==> src/rtl/col_match_acc.sv <==
// col_match_acc: after a bitmap load, requests the bitmap's columns one at a time,
// XNORs each against the matching template column from a 1-cycle ROM, accumulates
// the matching-bit count into a score and flags a symbol match above a threshold.
`timescale 1ns / 1ps
module col_match_acc #(
    parameter int unsigned COLW   = 64,
    parameter int unsigned NCOLS  = 24,
    parameter int unsigned ACCW   = 11,
    parameter int unsigned THRESH = 1400,
    parameter int unsigned TMO    = 15
) (
    input  logic            clk,
    input  logic            rst_n,
    input  logic            start,
    output logic            nextcol,
    input  logic            colready,
    input  logic [COLW-1:0] columnin,
    input  logic            finalcolumn,
    output logic [4:0]      tmpl_addr,
    input  logic [COLW-1:0] tmpl_data,
    output logic            busy,
    output logic            done,
    output logic [ACCW-1:0] score,
    output logic            match,
    output logic            err
);

    localparam int unsigned PCW = $clog2(COLW + 1);
    localparam int unsigned TW  = $clog2(TMO + 1);

    localparam logic [4:0] LastCol = 5'(NCOLS - 1);

    localparam logic [2:0] StIdle = 3'd0;
    localparam logic [2:0] StReq  = 3'd1;
    localparam logic [2:0] StWait = 3'd2;
    localparam logic [2:0] StAcc  = 3'd3;
    localparam logic [2:0] StDone = 3'd4;

    logic [2:0]      state_q, state_d;
    logic [4:0]      col_idx_q, col_idx_d;
    logic [ACCW-1:0] acc_q, acc_d;
    logic [TW-1:0]   timer_q, timer_d;
    logic [COLW-1:0] col_q, col_d;
    logic [ACCW-1:0] score_q, score_d;
    logic            match_q, match_d;
    logic            err_q, err_d;

    logic [COLW-1:0] same_bits;
    logic [PCW-1:0]  pop;

    // Count of bit positions where the captured column agrees with the template.
    always_comb begin
        same_bits = ~(col_q ^ tmpl_data);
        pop       = '0;
        for (int i = 0; i < COLW; i++) begin
            pop = pop + PCW'(same_bits[i]);
        end
    end

    // Next-state logic; a start pulse overrides whatever the current state decided.
    always_comb begin
        state_d   = state_q;
        col_idx_d = col_idx_q;
        acc_d     = acc_q;
        timer_d   = timer_q;
        col_d     = col_q;
        score_d   = score_q;
        match_d   = match_q;
        err_d     = err_q;
        case (state_q)
            StIdle: ;
            StReq: begin
                timer_d = '0;
                state_d = StWait;
            end
            StWait: begin
                if (colready) begin
                    col_d   = columnin;
                    state_d = StAcc;
                end else if (timer_q == TW'(TMO - 1)) begin
                    // This is the TMO-th WAIT cycle with no column: give up
                    err_d   = 1'b1;
                    state_d = StDone;
                end else begin
                    timer_d = timer_q + TW'(1);
                end
            end
            StAcc: begin
                acc_d = acc_q + ACCW'(pop);
                if (col_idx_q == 5'd0) begin
                    state_d = StDone;
                end else if (finalcolumn) begin
                    // Bitmap ran out before the template did
                    err_d   = 1'b1;
                    state_d = StDone;
                end else begin
                    col_idx_d = col_idx_q - 5'd1;
                    state_d   = StReq;
                end
            end
            StDone: begin
                score_d = acc_q;
                match_d = (acc_q >= ACCW'(THRESH)) && !err_q;
                state_d = StIdle;
            end
            default: state_d = StIdle;
        endcase
        if (start) begin
            state_d   = StReq;
            acc_d     = '0;
            col_idx_d = LastCol;
            err_d     = 1'b0;
        end
    end

    // State registers with synchronous active-low reset.
    always_ff @(posedge clk) begin
        if (!rst_n) begin
            state_q   <= StIdle;
            col_idx_q <= LastCol;
            acc_q     <= '0;
            timer_q   <= '0;
            col_q     <= '0;
            score_q   <= '0;
            match_q   <= 1'b0;
            err_q     <= 1'b0;
        end else begin
            state_q   <= state_d;
            col_idx_q <= col_idx_d;
            acc_q     <= acc_d;
            timer_q   <= timer_d;
            col_q     <= col_d;
            score_q   <= score_d;
            match_q   <= match_d;
            err_q     <= err_d;
        end
    end

    // Outputs decoded from state and held registers.
    always_comb begin
        nextcol   = (state_q == StReq);
        busy      = (state_q == StReq) || (state_q == StWait) || (state_q == StAcc);
        done      = (state_q == StDone);
        tmpl_addr = col_idx_q;
        score     = score_q;
        match     = match_q;
        err       = err_q;
    end

endmodule
==> config.mk <==
export PLATFORM = sky130hd
export DESIGN_NAME = col_match_acc
export DESIGN_NICKNAME = d
export VERILOG_FILES = /design/src/rtl/col_match_acc.sv
export SDC_FILE = /design/constraint.sdc
export NUM_CORES = 1
export LEC_CHECK = 0
export ABC_AREA = 1
export CELL_PAD_IN_SITES_DETAIL_PLACEMENT = 1
export CELL_PAD_IN_SITES_GLOBAL_PLACEMENT = 1
export CORE_ASPECT_RATIO = 0.8
export CORE_UTILIZATION = 25
export DETAILED_ROUTE_END_ITERATION = 16
export GPL_ROUTABILITY_DRIVEN = 0
export PLACE_DENSITY = 0.7
export SETUP_SLACK_MARGIN = 0.3
export SLEW_MARGIN = 15
export SYNTH_ARGS = -nofsm -noshare
export SYNTH_HDL_FRONTEND = slang
export SYNTH_SLANG_ARGS = --single-unit
==> constraint.sdc <==
create_clock -name clk -period 13.6 [get_ports clk]
set_input_delay 2.04 -clock clk [delete_from_list [all_inputs] [get_ports clk]]
set_output_delay 2.04 -clock clk [all_outputs]
set_load 0.02 [all_outputs]
---- Yosys cells after proc, flatten, opt, wreduce, memory -nomap -nowiden ----
Cells that the tools add are included.
storage, ports and cells
  flip-flop bits (word level) ............. 100
  bits of input ports ..................... 133
  output and inout port bits .............. 21
cells by class
  $add $sub $neg .......................... 66
  order comparisons ....................... 1
  equal/unequal tests ..................... 13
  multiplexer cells ....................... 14
  bitwise operators ....................... 6
  reduce and logical (&&, ||, !) cells .... 15
operators with widths
  cell                    count
  $add A7 B1 Y7           57
  $not A64 Y64            1
  $xor A64 B64 Y64        1
  $mux W3                 4
  $ne A2 B2 Y1 const B    6
  $pmux W3 S4             1
  $add A11 B7 Y11         1
  $ge A11 B11 Y1 const B  1
  $mux W4                 2
  $pmux W4 S2             1
  $add A6 B1 Y7           1
  $add A5 B1 Y6           1
  $eq A3 B2 Y1 const B    2
  $reduce_and A2 Y1       3
  $reduce_and A3 Y1       2
  $add A4 B1 Y5           1
  $logic_not A5 Y1        1
  $mux W1                 5
  $reduce_and A5 Y1       1
  $sub A5 B1 Y5 const B   1
  $add A3 B1 Y4           1
  $add A4 B1 Y4 const B   1
  $eq A4 B4 Y1 const B    1
  $ne A4 B4 Y1 const B    1
  other kinds (13)        18

---- Depth between registers and ports, before layout ----
Gate-level depths: netlist of run 1.
  depth in word-level cells ............... 66
  depth in mapped cells ................... 25

---- Worst setup path before layout of run 1 ----
OpenSTA, ideal clock, no wires.
  kind .................................... input to register
  start ................................... in tmpl_data[10]
  end ..................................... reg acc_q[4]
  data arrival time ....................... 7,851 ps
  data required time ...................... 13,485 ps
  setup slack ............................. 5,633 ps
  stages .................................. 22
  path buffers ............................ 0
  cell sequence ........................... xor2_1 > fa_1 > inv_1 > fa_1 > inv_1 > fa_1 > fa_1 > fa_1 > fa_1 > fa_1 > inv_1 > fa_1 > inv_1 > fa_1 > fa_1 > inv_1 > nand2_1 > nand3_1 > nand2_1 > xnor2_1 > o21ai_0 > inv_1
on the way
  word-level cells in the longest chain between the ends .. 57
RTL lines
  what                          RTL line  RTL
  start, declared               20        input logic [COLW-1:0] tmpl_data,
  $xor A64 B64 Y64              53        same_bits = ~(col_q ^ tmpl_data);
  $not A64 Y64                  53
  $add A7 B1 Y7 (54 in series)  56        pop = pop + PCW'(same_bits[i]);
  $add A11 B7 Y11               89        acc_d = acc_q + ACCW'(pop);
  end signal, assigned          121       acc_q <= '0;
  end signal, assigned          130       acc_q <= acc_d;
  end, declared                 41        logic [ACCW-1:0] acc_q, acc_d;
Every way passes these cells.
A chain may end at the register's enable or synchronous reset.

---- Worst setup path after layout of run 1 ----
  start ................................... in tmpl_data[18]
  end ..................................... reg acc_q[4]
on the way
  word-level cells in the longest chain between the ends .. 49
RTL lines
  what                          RTL line
  $xor A64 B64 Y64              53
  $not A64 Y64                  53
  $add A7 B1 Y7 (46 in series)  56
  $add A11 B7 Y11               89
Every way passes these cells.

==> results.sh, run 1 <==
export IMPL_status="completed"
export IMPL_mostFrequentLayoutCell="clkdlybuf4s50_1"
export IMPL_final_nets=1133
export IMPL_ioPinCount=154
export IMPL_setup_tns_ns=0
export IMPL_grt_pass1_vias=5583
export IMPL_syn_num_nets=991
export IMPL_met2_usage_pct=22.3
export IMPL_crit_type="in -> reg"
export IMPL_post_dp_hpwl_um=14700
export IMPL_fp_dieH_um=146
export IMPL_worstSkewPairLatency_ns=0.36
export IMPL_postCtsHoldBufs=0
export IMPL_cts_sinks=100
export IMPL_htreeDepth=3
export IMPL_drive_above_1_share_pct=6.96
export IMPL_hp_class="reg -> reg"
export IMPL_synthesis_area_um2=6470
export IMPL_nFillCells=3032
export IMPL_dr_first_iter_drc_count=115
export IMPL_cts_setup_buffers=0
export IMPL_ys_ff_latch=100
export IMPL_required_ns=13.86
export IMPL_die_width_um=182
export IMPL_final_period_utilization_pct=61.8
export IMPL_tritoncts="done"
export IMPL_drt_total_wl_um=18600
export IMPL_layout_min_cycle_time_ns=8.41
export IMPL_wl_per_cell_um=15.0
export IMPL_relSlewSlack_pct=48.6
export IMPL_via_count=5297
export IMPL_antenna_found_initial=0
export IMPL_cap_violations=0
export IMPL_antenna_diode_count=0
export IMPL_firstDrtPassIters=4
export IMPL_tightest_slew_ns=0.772
export IMPL_portBuffers=153
export IMPL_grt_first_pass_wirelength_um=29800
export IMPL_ant_nets=0
export IMPL_vias_per_cell=4.26
export IMPL_grt_use_met1_pct=20.9
export IMPL_critPathMaxFanout=3
export IMPL_whs_ns=0.493
export IMPL_grt_start_max_net_pins=67
export IMPL_syn_avg_cell_area_um2=8.38
export IMPL_layout_common_cells="152 x clkdlybuf4s50_1, 123 x nor2_1, 110 x inv_1, 100 x dfxtp_1"
export IMPL_die_area_um2=26500
export IMPL_area_growth_syn_to_layout_pct=31.7
export IMPL_start_kind="input pin"
export IMPL_grt_overflow_total=0
export IMPL_ys_seq_area_share_pct=30.9
export IMPL_core_um2=25400
export IMPL_cts_buffers=9
export IMPL_fp_row_count=52
export IMPL_initial_utilization_pct=25.5
export IMPL_busiest_layer="met2"
export IMPL_setup_viol=0
export IMPL_yosysWarnings=0
export IMPL_grt_util_met3_pct=3.33
export IMPL_fmax_mhz=119
export IMPL_yosysUniqueCellTypes=26
export IMPL_critPathCaptureType="register"
export IMPL_rsz0062_at_grt="no"
export IMPL_clk_pin_slew_ns=0.08
export IMPL_drc=0
export IMPL_slew_viol_final=0
export IMPL_syn_instance_count=772
export IMPL_cts_root_buffer="clkbuf_16"
export IMPL_cts_resized_gates=0
export IMPL_skew_ns=0.00763
export IMPL_clk_path_buf_depth=2
export IMPL_final_hold_violation_count=0
export IMPL_arrival_ns=8.67
export IMPL_grt_use_total_pct=14.5
==> Yosys cell counts <==
cell	n	area, um^2
nor2_4	5	56.3
buf_2	6	30.0
a21boi_0	1	7.51
xnor2_1	31	272
a31oi_1	1	6.26
nand2_1	65	244
dfxtp_1	100	2000
nor2_2	32	200
o211ai_1	1	7.51
nand4_1	2	12.5
nor3_1	2	10.0
xor2_1	39	342
ha_1	30	375
o21ai_1	21	105
a21oi_1	30	150
inv_1	110	413
clkbuf_1	8	30.0
nand2_2	3	18.8
nand3_1	25	125
buf_6	12	135
inv_2	2	7.51
o31ai_1	1	7.51
o21ai_0	65	325
fa_1	56	1120
or2_2	1	6.26
nor2_1	123	462
==> registers in the layout, summed over array words and instances (netlist names) <==
signal     flops
tmpl_addr      5
err            1
match          1
timer_q        4
state_q        3
col_q         64
acc_q         11
score         11
==> cell type report <==
cell class,count,area (um^2),share of cell area (%)
well taps,324,405,4.76
repair buffers,157,1560,18.3
flip-flops and latches,100,2000,23.5
inverters,112,422,4.95
multi-input cells,534,3850,45.2
clock inverters,7,57.6,0.675
clock buffers,9,225,2.64
==> layer usage <==
metal | part of all wire [%] | wire length, um
met5 | 0 | 0
met4 | 0.75 | 139
met3 | 3.9 | 735
met2 | 44 | 8220
met1 | 51 | 9510
==> through the flow <==
stage | utilization, % | cell area, um^2 | setup slack (ns) | std cells
6_report | 33.6 | 8520 | 5.19 | 1243
5_1_grt | 33.6 | 8520 | 4.92 | 1243
4_1_cts | 33.6 | 8520 | 5.16 | 1243
3_5_place_dp | 32.5 | 8240 | 4.78 | 1227
3_3_place_gp | 32.5 | 8240 | 4.88 | 1227
2_1_floorplan | - | 6470 | 5.63 | 772
==> worst max-delay path: stages <==
cell and delay (ns):
clkdlybuf4s50_1 0.48, xor2_1 0.20, fa_1 0.52, fa_1 0.57, inv_1 0.05, fa_1 0.51
inv_1 0.05, fa_1 0.46, fa_1 0.52, fa_1 0.52, fa_1 0.56, inv_1 0.06
fa_1 0.53, inv_1 0.05, fa_1 0.46, fa_1 0.42, inv_1 0.09, nand2_1 0.05
nand3_1 0.11, nand2_1 0.09, xnor2_1 0.12, o21ai_0 0.15, inv_1 0.05
==> final timing paths <==
kind	start	endpoint	slack (ns)	cells past startpoint
worst max-delay path	tmpl_data[18]	acc_q[4]$_SDFFE_PP0P_	5.19	23
worst min-delay path	score[9]$_SDFFE_PN0P_	score[9]$_SDFFE_PN0P_	0.49	2
worst max register to register	col_q[18]$_SDFFE_PN0P_	acc_q[4]$_SDFFE_PP0P_	7.00	22
worst min register to register	score[9]$_SDFFE_PN0P_	score[9]$_SDFFE_PN0P_	0.49	2
==> kinds of logic after synthesis <==
| group | share of synthesized area (%) |
|---|---|
| AND/OR/NAND/NOR | 17.5 |
| buffers and inverters | 9.51 |
| AO/OA/AOI/OAI | 9.42 |
| flip-flops | 30.9 |
| adder cells (fa/ha/maj) | 23.1 |
| XOR/XNOR | 9.47 |
Power of run 1 is not shown: default switching activity piles up to over one toggle a cycle in this logic, so the estimate is an artifact.
==> inputs of run 2 (changes only) <==
clock period = 8.6 ns   (was 13.6 ns; I/O delays follow)
==> results.sh, run 2 (synthesis results as in run 1) <==
export IMPL_status="completed"
export IMPL_cpPeakStageDelay_ns=0.58
export IMPL_area_growth_syn_to_layout_pct=31.9
export IMPL_drt_total_wl_um=18700
export IMPL_cp_cell_sequence="clkdlybuf4s50_1 > xor2_1 > fa_1 > fa_1 > inv_1 > fa_1 > inv_1 > fa_1 > fa_1 > fa_1 > fa_1 > inv_1 > fa_1 > inv_1 > fa_1 > fa_1 > inv_1 > nand2_1 > nand3_1 > nand2_1 > xnor2_1 > o21ai_0 > inv_1"
export IMPL_grt_first_pass_wirelength_um=29900
export IMPL_die_width_um=182
export IMPL_antenna_diode_count=0
export IMPL_layout_min_cycle_time_ns=7.70
export IMPL_antenna_found_initial=0
export IMPL_start_kind="input pin"
export IMPL_arrival_ns=7.95
export IMPL_setup_tns_ns=0
export IMPL_critPathLaunch="tmpl_data[18]"
export IMPL_final_core_util_pct=33.6
export IMPL_core_um2=25400
export IMPL_worstSkewPairLatency_ns=0.36
export IMPL_clk_path_buf_depth=2
export IMPL_ioPinCount=154
export IMPL_cts_buffers=9
export IMPL_cts_resized_gates=0
export IMPL_critPathMaxFanout=3
export IMPL_grt_overflow_total=0
export IMPL_grt_start_max_net_pins=67
export IMPL_dr_first_iter_drc_count=172
export IMPL_path_depth=23
export IMPL_slowest_stage="fa_1"
export IMPL_r2r_start="col_q[18]$_SDFFE_PN0P_"
export IMPL_critPathTopFamily="adder cells"
export IMPL_critPathCaptureType="register"
export IMPL_dp_slack_ns=0.540
export IMPL_cts_setup_buffers=0
export IMPL_setup_viol=0
export IMPL_largest_reg_flops=64
export IMPL_post_dp_hpwl_um=14700
export IMPL_rsz0062_at_grt="no"
export IMPL_drive_above_1_share_pct=6.96
export IMPL_crit_buf_inv=7
export IMPL_crit_type="in -> reg"
export IMPL_initial_utilization_pct=25.5
export IMPL_cts_root_buffer="clkbuf_16"
export IMPL_skew_ns=0.0104
export IMPL_final_period_utilization_pct=89.6
export IMPL_setup_ws_ns=0.896
export IMPL_firstDrtPassIters=4
export IMPL_tightest_slew_ns=0.778
export IMPL_wl_per_cell_um=15.0
export IMPL_required_ns=8.85
export IMPL_grt_use_total_pct=14.6
export IMPL_whs_ns=0.489
export IMPL_regMostFlops="col_q"
export IMPL_fmax_mhz=130
export IMPL_reg2reg_to="acc_q[4]$_SDFFE_PP0P_"
export IMPL_portBuffers=153
export IMPL_htreeDepth=3
export IMPL_slew_viol_final=0
export IMPL_relSlewSlack_pct=48.2
export IMPL_fp_dieH_um=146
export IMPL_critPathMostFrequentCell="fa_1"
export IMPL_grt_pass1_vias=5564
export IMPL_die_area_um2=26500
export IMPL_via_count=5260
export IMPL_ant_nets=0
export IMPL_fp_row_count=52
export IMPL_cts_sinks=100
export IMPL_endpoint="acc_q[4]$_SDFFE_PP0P_"
export IMPL_layout_common_cells="152 x clkdlybuf4s50_1, 123 x nor2_1, 110 x inv_1, 100 x dfxtp_1"
export IMPL_r2r_cells=22
export IMPL_final_nets=1133
export IMPL_final_hold_violation_count=0
export IMPL_tritoncts="done"
export IMPL_vias_per_cell=4.23
export IMPL_drc=0
export IMPL_clk_pin_slew_ns=0.08
export IMPL_rrSetupSlack_ns=1.95
export IMPL_postCtsHoldBufs=0
export IMPL_cap_violations=0
export IMPL_hp_class="reg -> reg"
export IMPL_mostFrequentLayoutCell="clkdlybuf4s50_1"
[run 2: layout make-up]
cell class / count / area (um^2)
clock buffers: 11 / 253
clock inverters: 5 / 42.5
fillers: 3041 / 16800
inverters: 112 / 422
multi-input cells: 534 / 3850
flip-flops and latches: 100 / 2000
well taps: 324 / 405
repair buffers: 157 / 1560
[run 2: worst min-delay path by stage]
| stage | end | cells past startpoint | start | slack (ns) |
|---|---|---|---|---|
| final | tmpl_addr[3]$_SDFFE_PP0P_ | 2 | tmpl_addr[3]$_SDFFE_PP0P_ | 0.49 |
| after global routing | score[1]$_SDFFE_PN0P_ | 2 | score[1]$_SDFFE_PN0P_ | 0.52 |
| after floorplan | score[10]$_SDFFE_PN0P_ | 2 | acc_q[10]$_SDFFE_PP0P_ | 0.46 |
| after CTS | tmpl_addr[3]$_SDFFE_PP0P_ | 2 | tmpl_addr[3]$_SDFFE_PP0P_ | 0.49 |
| after global placement | tmpl_addr[3]$_SDFFE_PP0P_ | 2 | tmpl_addr[3]$_SDFFE_PP0P_ | 0.47 |
| after detailed placement | tmpl_addr[4]$_SDFFE_PP1P_ | 2 | tmpl_addr[4]$_SDFFE_PP1P_ | 0.48 |
[run 2: per-layer routing]
metal	routed length [um]	vias to the layer above	part of all wire (%)	global-route usage, %
met5	0	-	0	0
met4	152	0	0.81	2.77
met3	870	10	4.7	3.28
met2	8260	99	44	22.8
met1	9370	2488	50	20.5
li1	-	2663	-	-
[run 2: per-stage QoR]
step / std cells / area (um^2)
final: 1243 / 8530
after global routing: 1243 / 8530
after CTS: 1243 / 8530
after detailed placement: 1227 / 8240
after global placement: 1227 / 8240
after floorplan: 772 / 6470
[run 2: worst min-delay path: cells and delay by family (launching register included)]
kind            cells  cell delay, ns
flops               1            0.33
compound gates      1            0.05
simple gates        1            0.07
Power of run 2 is left out for the same reason.
==> inputs of run 3 (changes only) <==
CORE_UTILIZATION = 37   (was 25)
PLACE_DENSITY = 0.93   (was 0.7)
==> results.sh, run 3 (synthesis results as in run 1) <==
export IMPL_cp_cell_sequence="clkdlybuf4s50_1 > xor2_1 > fa_1 > fa_1 > inv_1 > fa_1 > inv_1 > fa_1 > fa_1 > fa_1 > fa_1 > inv_1 > fa_1 > inv_1 > fa_1 > fa_1 > inv_1 > nand2_1 > nand3_1 > nand2_1 > xnor2_1 > o21ai_0 > inv_1"
export IMPL_grt_first_pass_wirelength_um=30900
export IMPL_cts_buffers=9
export IMPL_antenna_diode_count=0
export IMPL_critPathTopFamily="adder cells"
export IMPL_relSlewSlack_pct=51.0
export IMPL_grt_overflow_total=0
export IMPL_ioPinCount=154
export IMPL_cts_resized_gates=0
export IMPL_drive_above_1_share_pct=6.75
export IMPL_clk_pin_slew_ns=0.08
export IMPL_mostFrequentLayoutCell="clkdlybuf4s50_1"
export IMPL_register_area_um2=2000
export IMPL_clk_path_buf_depth=2
export IMPL_critPathMaxFanout=3
export IMPL_firstDrtPassIters=4
export IMPL_regMostFlops="col_q"
export IMPL_drc=0
export IMPL_start_kind="input pin"
export IMPL_rrSetupSlack_ns=1.89
export IMPL_multi_input_area_um2=3850
export IMPL_tightest_slew_ns=0.735
export IMPL_largest_reg_flops=64
export IMPL_htreeDepth=3
export IMPL_crit_buf_inv=7
export IMPL_rsz0062_at_grt="no"
export IMPL_layout_common_cells="152 x clkdlybuf4s50_1, 123 x nor2_1, 110 x inv_1, 100 x dfxtp_1"
export IMPL_layout_min_cycle_time_ns=7.74
export IMPL_tritoncts="done"
export IMPL_post_dp_hpwl_um=15300
export IMPL_via_count=5540
export IMPL_final_period_utilization_pct=90.0
export IMPL_worstSkewPairLatency_ns=0.37
export IMPL_arrival_ns=7.99
export IMPL_die_area_um2=18000
export IMPL_antenna_found_initial=0
export IMPL_fp_dieH_um=120
export IMPL_setup_viol=0
export IMPL_ant_nets=0
export IMPL_cts_setup_buffers=0
export IMPL_final_nets=1133
export IMPL_final_hold_violation_count=0
export IMPL_required_ns=8.85
export IMPL_initial_utilization_pct=38.5
export IMPL_critPathMostFrequentCell="fa_1"
export IMPL_status="completed"
export IMPL_setup_tns_ns=0
export IMPL_fp_row_count=42
export IMPL_nFillCells=2008
export IMPL_portBuffers=153
export IMPL_dr_first_iter_drc_count=156
export IMPL_grt_pass1_vias=5970
export IMPL_cpPeakStageDelay_ns=0.56
export IMPL_vias_per_cell=4.86
export IMPL_cts_sinks=100
export IMPL_core_um2=16800
export IMPL_hp_class="reg -> reg"
export IMPL_cap_violations=0
export IMPL_die_width_um=150
export IMPL_cts_root_buffer="clkbuf_16"
export IMPL_grt_use_total_pct=22.6
export IMPL_wl_per_cell_um=17.2
export IMPL_critPathCaptureType="register"
export IMPL_crit_type="in -> reg"
export IMPL_postCtsHoldBufs=0
export IMPL_area_growth_syn_to_layout_pct=29.7
export IMPL_slew_viol_final=0
export IMPL_slowest_stage="fa_1"
export IMPL_grt_start_max_net_pins=67
export IMPL_skew_ns=0.0130
export IMPL_fmax_mhz=129
export IMPL_drt_total_wl_um=19600
[run 3: cell types whose count changed in the layout (fill, tap and decap cells not counted), sizes merged]
cell	before	now
clkbuf	11	12
inv	114	116
clkinv	3	0
[run 3: area by class of cell]
| cell class | count | share of cell area [%] |
|---|---|---|
| multi-input cells | 534 | 45.9 |
| repair buffers | 157 | 18.5 |
| inverters | 112 | 5.01 |
| clock inverters | 4 | 0.447 |
| clock buffers | 12 | 2.94 |
| flip-flops and latches | 100 | 23.9 |
| well taps | 220 | 3.28 |
[run 3: worst paths after layout]
path | start | to | cells past startpoint
max reg2reg | col_q[18]$_SDFFE_PN0P_ | acc_q[4]$_SDFFE_PP0P_ | 22
min | tmpl_addr[3]$_SDFFE_PP0P_ | tmpl_addr[3]$_SDFFE_PP0P_ | 2
min reg2reg | tmpl_addr[3]$_SDFFE_PP0P_ | tmpl_addr[3]$_SDFFE_PP0P_ | 2
max | tmpl_data[18] | acc_q[4]$_SDFFE_PP0P_ | 23
[run 3: routing by layer]
metal	global-route usage [%]	share of wire [%]	vias to the layer above
met1	29.0	45	2688
met5	0	0	-
li1	-	-	2660
met4	8.71	3.0	0
met3	4.98	5.5	42
met2	36.9	47	150
[run 3: per-stage QoR]
step           hold WS, ns  utilization, %  instances  instance area (um^2)  worst slack, ns
3_3_place_gp         0.464            48.2       1123                  8110            0.677
4_1_cts              0.491            49.9       1139                  8390            0.849
5_1_grt              0.504            49.9       1139                  8390            0.508
3_5_place_dp         0.479            48.2       1123                  8110            0.487
6_report             0.485            49.9       1139                  8390            0.856
2_1_floorplan        0.458               -        772                  6470             1.38
[run 3: worst min-delay path: cells and delay by family (launching register included)]
family             cells  cell delay [ns]
and+or+nand+nor        1             0.07
AOI/OAI and AO/OA      1             0.05
DFF                    1             0.33
Power of run 3 is left out for the same reason.
